`config.mk`:
```
export PLATFORM = sky130hd
export DESIGN_NAME = unidade_controle_jogo
export DESIGN_NICKNAME = d
export VERILOG_FILES = /design/src/rtl/unidade_controle_jogo.sv
export SDC_FILE = /design/constraint.sdc
export NUM_CORES = 1
export LEC_CHECK = 0
export ABC_AREA = 1
export BUFFER_PORTS_ARGS = -buffer_cell sky130_fd_sc_hd__clkbuf_2
export CAP_MARGIN = 0
export CORE_MARGIN = 10
export CORE_UTILIZATION = 54
export CTS_CLUSTER_DIAMETER = 40
export DETAILED_ROUTE_END_ITERATION = 8
export PLACE_DENSITY = 0.81
export SKIP_CTS_REPAIR_TIMING = 1
export SYNTH_ARGS = -nofsm -noshare
export SYNTH_HDL_FRONTEND = slang
export SYNTH_SLANG_ARGS = --single-unit
```
`constraint.sdc`:
```
create_clock -name clock -period 3.35 [get_ports clock]
set_clock_uncertainty 0.1 [all_clocks]
set_input_delay 0.335 -clock clock [delete_from_list [all_inputs] [get_ports clock]]
set_output_delay 0.335 -clock clock [all_outputs]
set_load 0.005 [all_outputs]
```
`src/rtl/unidade_controle_jogo.sv`:
```
// Moore control unit for one ultimate tic-tac-toe game: sequences move entry,
// validation, board/state writes, serial wait and the player swap.
module unidade_controle_jogo (
  input  logic       clock,
  input  logic       reset,
  input  logic       iniciar,
  input  logic       tem_jogada,
  input  logic       macro_vencida,
  input  logic       micro_jogada,
  input  logic       fim_jogo,
  input  logic       fimT,
  input  logic       fimS,
  output logic       zeraEdge,
  output logic       zeraR_micro,
  output logic       zeraR_macro,
  output logic       zeraFlipFlopT,
  output logic       zeraRAM,
  output logic       zeraT,
  output logic       contaT,
  output logic       zeraS,
  output logic       contaS,
  output logic       registraR_macro,
  output logic       registraR_micro,
  output logic       sinal_macro,
  output logic       sinal_valida_macro,
  output logic       we_board,
  output logic       we_board_state,
  output logic       troca_jogador,
  output logic       pronto,
  output logic [4:0] db_estado
);

  typedef enum logic [4:0] {
    INICIAL         = 5'h00,
    PREPARA         = 5'h01,
    ESPERA_MACRO    = 5'h02,
    REGISTRA_MACRO  = 5'h03,
    VALIDA_MACRO    = 5'h04,
    ESPERA_MICRO    = 5'h05,
    REGISTRA_MICRO  = 5'h06,
    VALIDA_MICRO    = 5'h07,
    ESCREVE_BOARD   = 5'h08,
    ESPERA_ATUALIZA = 5'h09,
    ESCREVE_STATE   = 5'h0A,
    VERIFICA_FIM    = 5'h0B,
    TRANSMITE       = 5'h0C,
    TROCA           = 5'h0D,
    AUTO_MACRO      = 5'h0E,
    FIM             = 5'h1F
  } estado_t;

  typedef struct packed {
    logic zera_edge;
    logic zera_r_micro;
    logic zera_r_macro;
    logic zera_ff_t;
    logic zera_ram;
    logic zera_t;
    logic conta_t;
    logic zera_s;
    logic conta_s;
    logic registra_macro;
    logic registra_micro;
    logic sinal_macro;
    logic sinal_valida_macro;
    logic we_board;
    logic we_board_state;
    logic troca_jogador;
    logic pronto;
  } saidas_t;

  estado_t estado;
  saidas_t saida;

  function automatic estado_t proximo(input estado_t e);
    estado_t n;
    n = e;
    case (e)
      INICIAL:         if (iniciar) n = PREPARA;
      PREPARA:         n = ESPERA_MACRO;
      ESPERA_MACRO:    if (tem_jogada) n = REGISTRA_MACRO;
      REGISTRA_MACRO:  n = VALIDA_MACRO;
      AUTO_MACRO:      n = VALIDA_MACRO;
      VALIDA_MACRO:    if (fimT) n = macro_vencida ? ESPERA_MACRO : ESPERA_MICRO;
      ESPERA_MICRO:    if (tem_jogada) n = REGISTRA_MICRO;
      REGISTRA_MICRO:  n = VALIDA_MICRO;
      VALIDA_MICRO:    if (fimT) n = micro_jogada ? ESPERA_MICRO : ESCREVE_BOARD;
      ESCREVE_BOARD:   n = ESPERA_ATUALIZA;
      ESPERA_ATUALIZA: if (fimT) n = ESCREVE_STATE;
      ESCREVE_STATE:   n = VERIFICA_FIM;
      VERIFICA_FIM:    n = fim_jogo ? FIM : TRANSMITE;
      TRANSMITE:       if (fimS) n = TROCA;
      TROCA:           n = AUTO_MACRO;
      FIM:             if (iniciar) n = PREPARA;
      default:         n = INICIAL;
    endcase
    return n;
  endfunction

  // Output decode of a state; registered against the state it describes.
  function automatic saidas_t decodifica(input estado_t e);
    saidas_t s;
    s = '0;
    case (e)
      PREPARA: begin
        s.zera_edge    = 1'b1;
        s.zera_r_micro = 1'b1;
        s.zera_r_macro = 1'b1;
        s.zera_ff_t    = 1'b1;
        s.zera_ram     = 1'b1;
        s.zera_t       = 1'b1;
        s.zera_s       = 1'b1;
      end
      ESPERA_MACRO: begin
        s.sinal_macro        = 1'b1;
        s.sinal_valida_macro = 1'b1;
      end
      REGISTRA_MACRO: begin
        s.registra_macro     = 1'b1;
        s.sinal_macro        = 1'b1;
        s.zera_t             = 1'b1;
        s.sinal_valida_macro = 1'b1;
      end
      VALIDA_MACRO: begin
        s.conta_t            = 1'b1;
        s.sinal_valida_macro = 1'b1;
      end
      REGISTRA_MICRO: begin
        s.registra_micro = 1'b1;
        s.zera_t         = 1'b1;
      end
      VALIDA_MICRO:    s.conta_t = 1'b1;
      ESCREVE_BOARD: begin
        s.we_board = 1'b1;
        s.zera_t   = 1'b1;
      end
      ESPERA_ATUALIZA: s.conta_t = 1'b1;
      ESCREVE_STATE: begin
        s.we_board_state     = 1'b1;
        s.sinal_valida_macro = 1'b1;
      end
      VERIFICA_FIM:    s.zera_s = 1'b1;
      TRANSMITE:       s.conta_s = 1'b1;
      TROCA:           s.troca_jogador = 1'b1;
      // Forced macro is loaded from the micro register (sinal_macro = 0).
      AUTO_MACRO: begin
        s.registra_macro = 1'b1;
        s.zera_t         = 1'b1;
      end
      FIM:             s.pronto = 1'b1;
      default:         s = '0;
    endcase
    return s;
  endfunction

  always_ff @(posedge clock or negedge reset) begin
    if (!reset) begin
      estado <= INICIAL;
      saida  <= '0;
    end else begin
      estado <= proximo(estado);
      saida  <= decodifica(proximo(estado));
    end
  end

  assign db_estado          = estado;
  assign zeraEdge           = saida.zera_edge;
  assign zeraR_micro        = saida.zera_r_micro;
  assign zeraR_macro        = saida.zera_r_macro;
  assign zeraFlipFlopT      = saida.zera_ff_t;
  assign zeraRAM            = saida.zera_ram;
  assign zeraT              = saida.zera_t;
  assign contaT             = saida.conta_t;
  assign zeraS              = saida.zera_s;
  assign contaS             = saida.conta_s;
  assign registraR_macro    = saida.registra_macro;
  assign registraR_micro    = saida.registra_micro;
  assign sinal_macro        = saida.sinal_macro;
  assign sinal_valida_macro = saida.sinal_valida_macro;
  assign we_board           = saida.we_board;
  assign we_board_state     = saida.we_board_state;
  assign troca_jogador      = saida.troca_jogador;
  assign pronto             = saida.pronto;

endmodule
```
# ---- Word level (Yosys, flattened, before mapping)
# Index checks and enable logic that the tools add are counted.
dict set report word_totals {
  out_inout_bits 22
  word_cells 80
  ff_bits 22
  in_bits 9
}
dict set report op_classes {
  n_eq_ne 29
  muxes 24
  reduce_logical 9
}
# operator n
set ops {}
lappend ops {{== test 5 x 4 -> 1 bit, second input constant} 14}
lappend ops {{case mux 5 bit (14 select lines)} 1}
lappend ops {{2-to-1 mux 5 bit} 9}
lappend ops {{== test 5 x 3 -> 1 bit, second input constant} 7}
lappend ops {{== test 5 x 2 -> 1 bit, second input constant} 4}
lappend ops {{2-to-1 mux 1 bit} 12}
lappend ops {{== test 5 x 1 -> 1 bit, second input constant} 2}
lappend ops {{== test 5 bit, second input constant} 2}
lappend ops {{OR reduction 2 bit} 5}
lappend ops {{logical NOT 5 bit} 1}
lappend ops {{OR reduction 5 bit} 1}
lappend ops {{2-to-1 mux 4 bit} 1}
lappend ops {{OR reduction 4 bit} 1}
lappend ops {{2-to-1 mux 3 bit} 1}
lappend ops {{OR reduction 3 bit} 1}

# ---- Logic depth before layout (Yosys ltp)
dict set report depth {
  ltp_word 6
  ltp_mapped 11
  depth_no_buf 11
}

# ---- Least setup slack after synthesis
# Ideal clock, no wire load.
dict set report synth_path {
  path_type {register to register}
  from {register estado[4], in the netlist db_estado[4]}
  to {register saida, in the netlist zeraT}
  t_required_ps 3122
  path_buffers 1
  synth_period_minus_slack_ps 1538
  stages_incl_launch_ff 12
  t_arrival_ps 1310
  path_slack_ps 1812
  setup_time_ps 128
  path_cell_list {dfrtp_1 > buf_4 > inv_2 > nand3_1 > nor2_2 > nand2_1 > nand2_1 > nor2_2 > nand2_1 > nor2_1 > nand3_1 > nand3_1}
}
dict set report synth_between {
  elab_chain_len 6
  elab_cells_between_ends 33
  classes_between {eq/ne (20); mux (9); reduce/logical (4)}
}
# item line_no
set synth_rtl {}
lappend synth_rtl {{start: declaration} 72} ;# estado_t estado;
lappend synth_rtl {{start signal: assignment} 161} ;# estado <= proximo(estado);
lappend synth_rtl {{== test 5 bit (tied with other cells)} 78} ;# case (e)
lappend synth_rtl {{OR reduction 2 bit (no line)} n/a}
lappend synth_rtl {{case mux 5 bit (14 select lines) *} n/a}
lappend synth_rtl {{== test 5 x 1 -> 1 bit (tied with other cells)} 104} ;# case (e)
lappend synth_rtl {{OR reduction 5 bit (no line) *} n/a}
lappend synth_rtl {{2-to-1 mux 1 bit *} 104}
lappend synth_rtl {{end signal: assignment} 162} ;# saida <= decodifica(proximo(estado));
lappend synth_rtl {{end: declaration} 73} ;# saidas_t saida;
# Every way passes the cells marked *; elsewhere a longest branch is shown, timed or not.

# ---- Worst setup path in the final report
dict set report layout_path {
  from {register estado[1], in the netlist db_estado[1]}
  to {register saida, in the netlist zeraS}
}
dict set report layout_between {
  elab_chain_len 6
  elab_cells_between_ends 30
  classes_between {eq/ne (17); mux (9); reduce/logical (4)}
}
# item line_no
set layout_rtl {}
lappend layout_rtl {{== test 5 bit (tied with other cells)} 78}
lappend layout_rtl {{OR reduction 2 bit (no line)} n/a}
lappend layout_rtl {{case mux 5 bit (14 select lines) *} n/a}
lappend layout_rtl {{== test 5 x 1 -> 1 bit / == test 5 x 4 -> 1 bit (equally long branches)} 104}
lappend layout_rtl {{OR reduction 2 bit (no line) *} n/a}
lappend layout_rtl {{2-to-1 mux 1 bit *} 104}
# Marked as above.

==> results.txt <==
The final period demand of the worst path came out at 1.96 ns. Counting stages on the worst path, the most repeated cell is nand2_1. The routed design has approximately 3300 µm of wire. The DRC violation total after the first TritonRoute iteration came out at between 50 and 60.

The routed layout has roughly 1200 vias. The average instance area after synthesis came out at roughly 6.6 µm². The TritonCTS sink count came out at 18. The critical path is of the reg2reg type. The sequential standard cell area came out at 450 µm². The post-layout worst setup margin came out at between 1 and 1.5 ns. The number of antenna-violating nets in the routed design is 0. The number of setup violations in the final report is 0. The number of flip-flops under the largest register name came out at 5. The power per standard cell area came out at slightly below 800 mW/mm². The initial core utilization is 57.4%. The total buffers and inverters traversed by the critical path is 1. Leaving out fill and tap cells, the most frequent cells in the layout are nand2_1, nor2_1, clkbuf_2, inv_1. After clock tree synthesis, the clock-pin slew on the worst setup and hold paths is 0.10 ns. The count of antenna diodes in the layout is 0. The die area is approximately 0.0043 mm².

The leftover overflow at the end of global routing came out at 0. In this run, distinct cell masters in the synthesized netlist total 17. For this run, the post-layout net count is between 200 and 250. The number of warning messages in the yosys log came out at 0. The number of search-and-repair iterations in the first detailed-routing pass came out at 5.

The final-layout worst hold slack is approximately 0.20 ns. The number of I/O port buffers is 30. STA classifies the critical path startpoint as a flip-flop. The max-capacitance violation count came out at 0. The horizontal extent of the die came out at roughly 66 µm. Traced cell by cell, the critical path runs through inv_2 > nand2_1 > nor2_2 > nand2_1 > nand2_1 > nor2_1 > nand2_1 > nor2_1 > nand3_1 > nand2_1. The post-synthesis cell area is about 0.0011 mm². The number of antenna violations at the first check in global routing came out at 0.

Setup total negative slack on the finished layout was measured at 0 ns. The remaining design rule violation count is 0. The most common cell after layout, fill and taps aside is nand2_1.

From synthesis to final layout, the design area changed by 15.6%. The total count of max-transition violations in the final report came out at 0. The number of failing hold endpoints at the final stage came out at 0.

The number of cells after detailed placement came out at 222. Dividing the detail-routed wire length by the instance count gives about 14 µm. TritonCTS built the clock tree. The highest achievable clock rate is 511 MHz. The delay of the slowest cell on the worst path is around 0.63 ns. The net count after synthesis came out at ~180. At the end of routability-driven placement, the weighted congestion stood at 0.939. The die is 65.9 µm tall. The number of standard cells in the final layout excluding fillers came out at roughly 230. The maximum number of pins on one net before global-route repair came out at 19. After technology mapping, the gate count stands at approximately 170. The largest fanout of any net on the critical path came out at 9. The peak supply drop is 0.479 mV.

The placement-stage worst setup slack came out at 1.46 ns. Dividing the final minimum period by the clock period gives about 58%. The number of filler cells placed in the layout is approximately 180. The library cell contributing the largest single delay on the critical path is dfrtp_1.

In the final layout, the multi-input gates occupy ~540 µm². Once layout is done, the placed cells without fillers occupy 0.00132 mm². The sequential-to-total area share from yosys stat came out at roughly two fifths. The CTS buffer count came out at 3.

The arrival time of the worst setup path is around 2.1 ns. Synthesis inferred 18 register bits. In this run the tightest slew margin relative to its limit is 70.3%. The estimated wirelength of the detail-placed design came out at ~2600 µm. The flow ran to the end, and the final reports show no timing, DRC or antenna violations.

The insertion delay to the later sink of the worst-skew pair came out at 0.30 ns. STA classifies the critical path endpoint as a flip-flop. The count of H-tree levels built during CTS is 1. The worst endpoint required time is 3.49 ns. The first-pass GRT wire length came out at about 5200 µm. The via count of the first global-routing pass is 1138. Broken down by cell family, the worst path's largest delay share belongs to simple AND/OR/NAND/NOR gates.

The floorplan has 16 rows. The min-delay analysis places its worst path in the category in2reg. The maximum root-to-sink buffer count came out at 2. The leakage power summed over all cells is 0.870 nW. Across every metal layer, demand over resource in global routing totals 15.0%. Setup repair after global routing left no endpoint under its margin. The slew of the pin with the lowest slew margin came out at 0.446 ns.

The cell area reported after detailed placement is roughly 0.0013 mm². The area of the placeable core came out at between 0.0015 and 0.002 mm². The cell sitting at the root of the clock tree is a clkbuf_4. The I/O pin total is 31. After detailed routing, the number of vias per cell comes to approximately 5.3. The post-route netlist has roughly 26% of its cells at a drive strength greater than 1.
[kinds of logic (layout without fill, tap and decap cells)]
group | Yosys count | in the layout | synth area share (%)
AND/OR/NAND/NOR | 119 | 119 | 45.8
buffers and inverters | 31 | 59 | 12.5
flip-flops | 18 | 18 | 39.6
AO/OA/AOI/OAI | 4 | 4 | 2.09
[metrics by stage]
stage / power [mW] / utilization [%]
2_1_floorplan: 0.731 / -
3_3_place_gp: 0.867 / 64.0
3_5_place_dp: 0.894 / 64.0
4_1_cts: 1.03 / 65.8
5_1_grt: 1.12 / 66.4
6_report: 1.03 / 66.4
[cell type report]
type | instances | share of cell area [%]
timing repair buffer | 31 | 12.2
sequential | 18 | 34.3
inverter | 24 | 6.85
clock buffer | 4 | 2.76
tap | 27 | 2.57
multi-input combinational | 123 | 41.4
[worst paths after layout]
path / start / slack [ns] / to / depth (start not counted)
setup reg to reg: db_estado[1] / 1.39 / zeraS / 10
max in group asynchronous: reset / 2.46 / sinal_macro / 2
setup / recovery: db_estado[1] / 1.39 / zeraS / 10
hold reg to reg: db_estado[4] / 0.74 / troca_jogador / 3
hold / removal: fim_jogo / 0.20 / pronto / 3
min in group asynchronous: reset / 0.40 / registraR_micro / 2
[Yosys cell counts, drive strengths merged]
cell | count | area [µm²]
nand2 | 55 | 211
nand3 | 20 | 110
inv | 24 | 90.1
dfrtp | 18 | 450
o21ai | 1 | 5.00
nor2 | 39 | 166
nand4 | 1 | 6.26
buf | 7 | 52.6
nand3b | 1 | 11.3
a21oi | 3 | 18.8
nor3 | 3 | 15.0
[power by group]
| part | switching [mW] | internal [mW] | leakage [nW] |
|---|---|---|---|
| Combinational | 0.362 | 0.184 | 0.609 |
| Sequential | 0.0692 | 0.277 | 0.240 |
| Clock | 0.0698 | 0.0663 | 0.0210 |
[routing by layer]
metal / share of wire (%) / track usage (%)
met1: 40 / 17.2
met2: 46 / 24.6
met3: 12 / 5.93
met4: 1.7 / 5.08
met5: 0 / 0
[worst min-delay path, delay by kind of cell]
family | cells | cell delay, ns
buf+inv | 1 | 0.09
simple gates | 2 | 0.15
No activity file was read; power rests on OpenSTA's default activity.
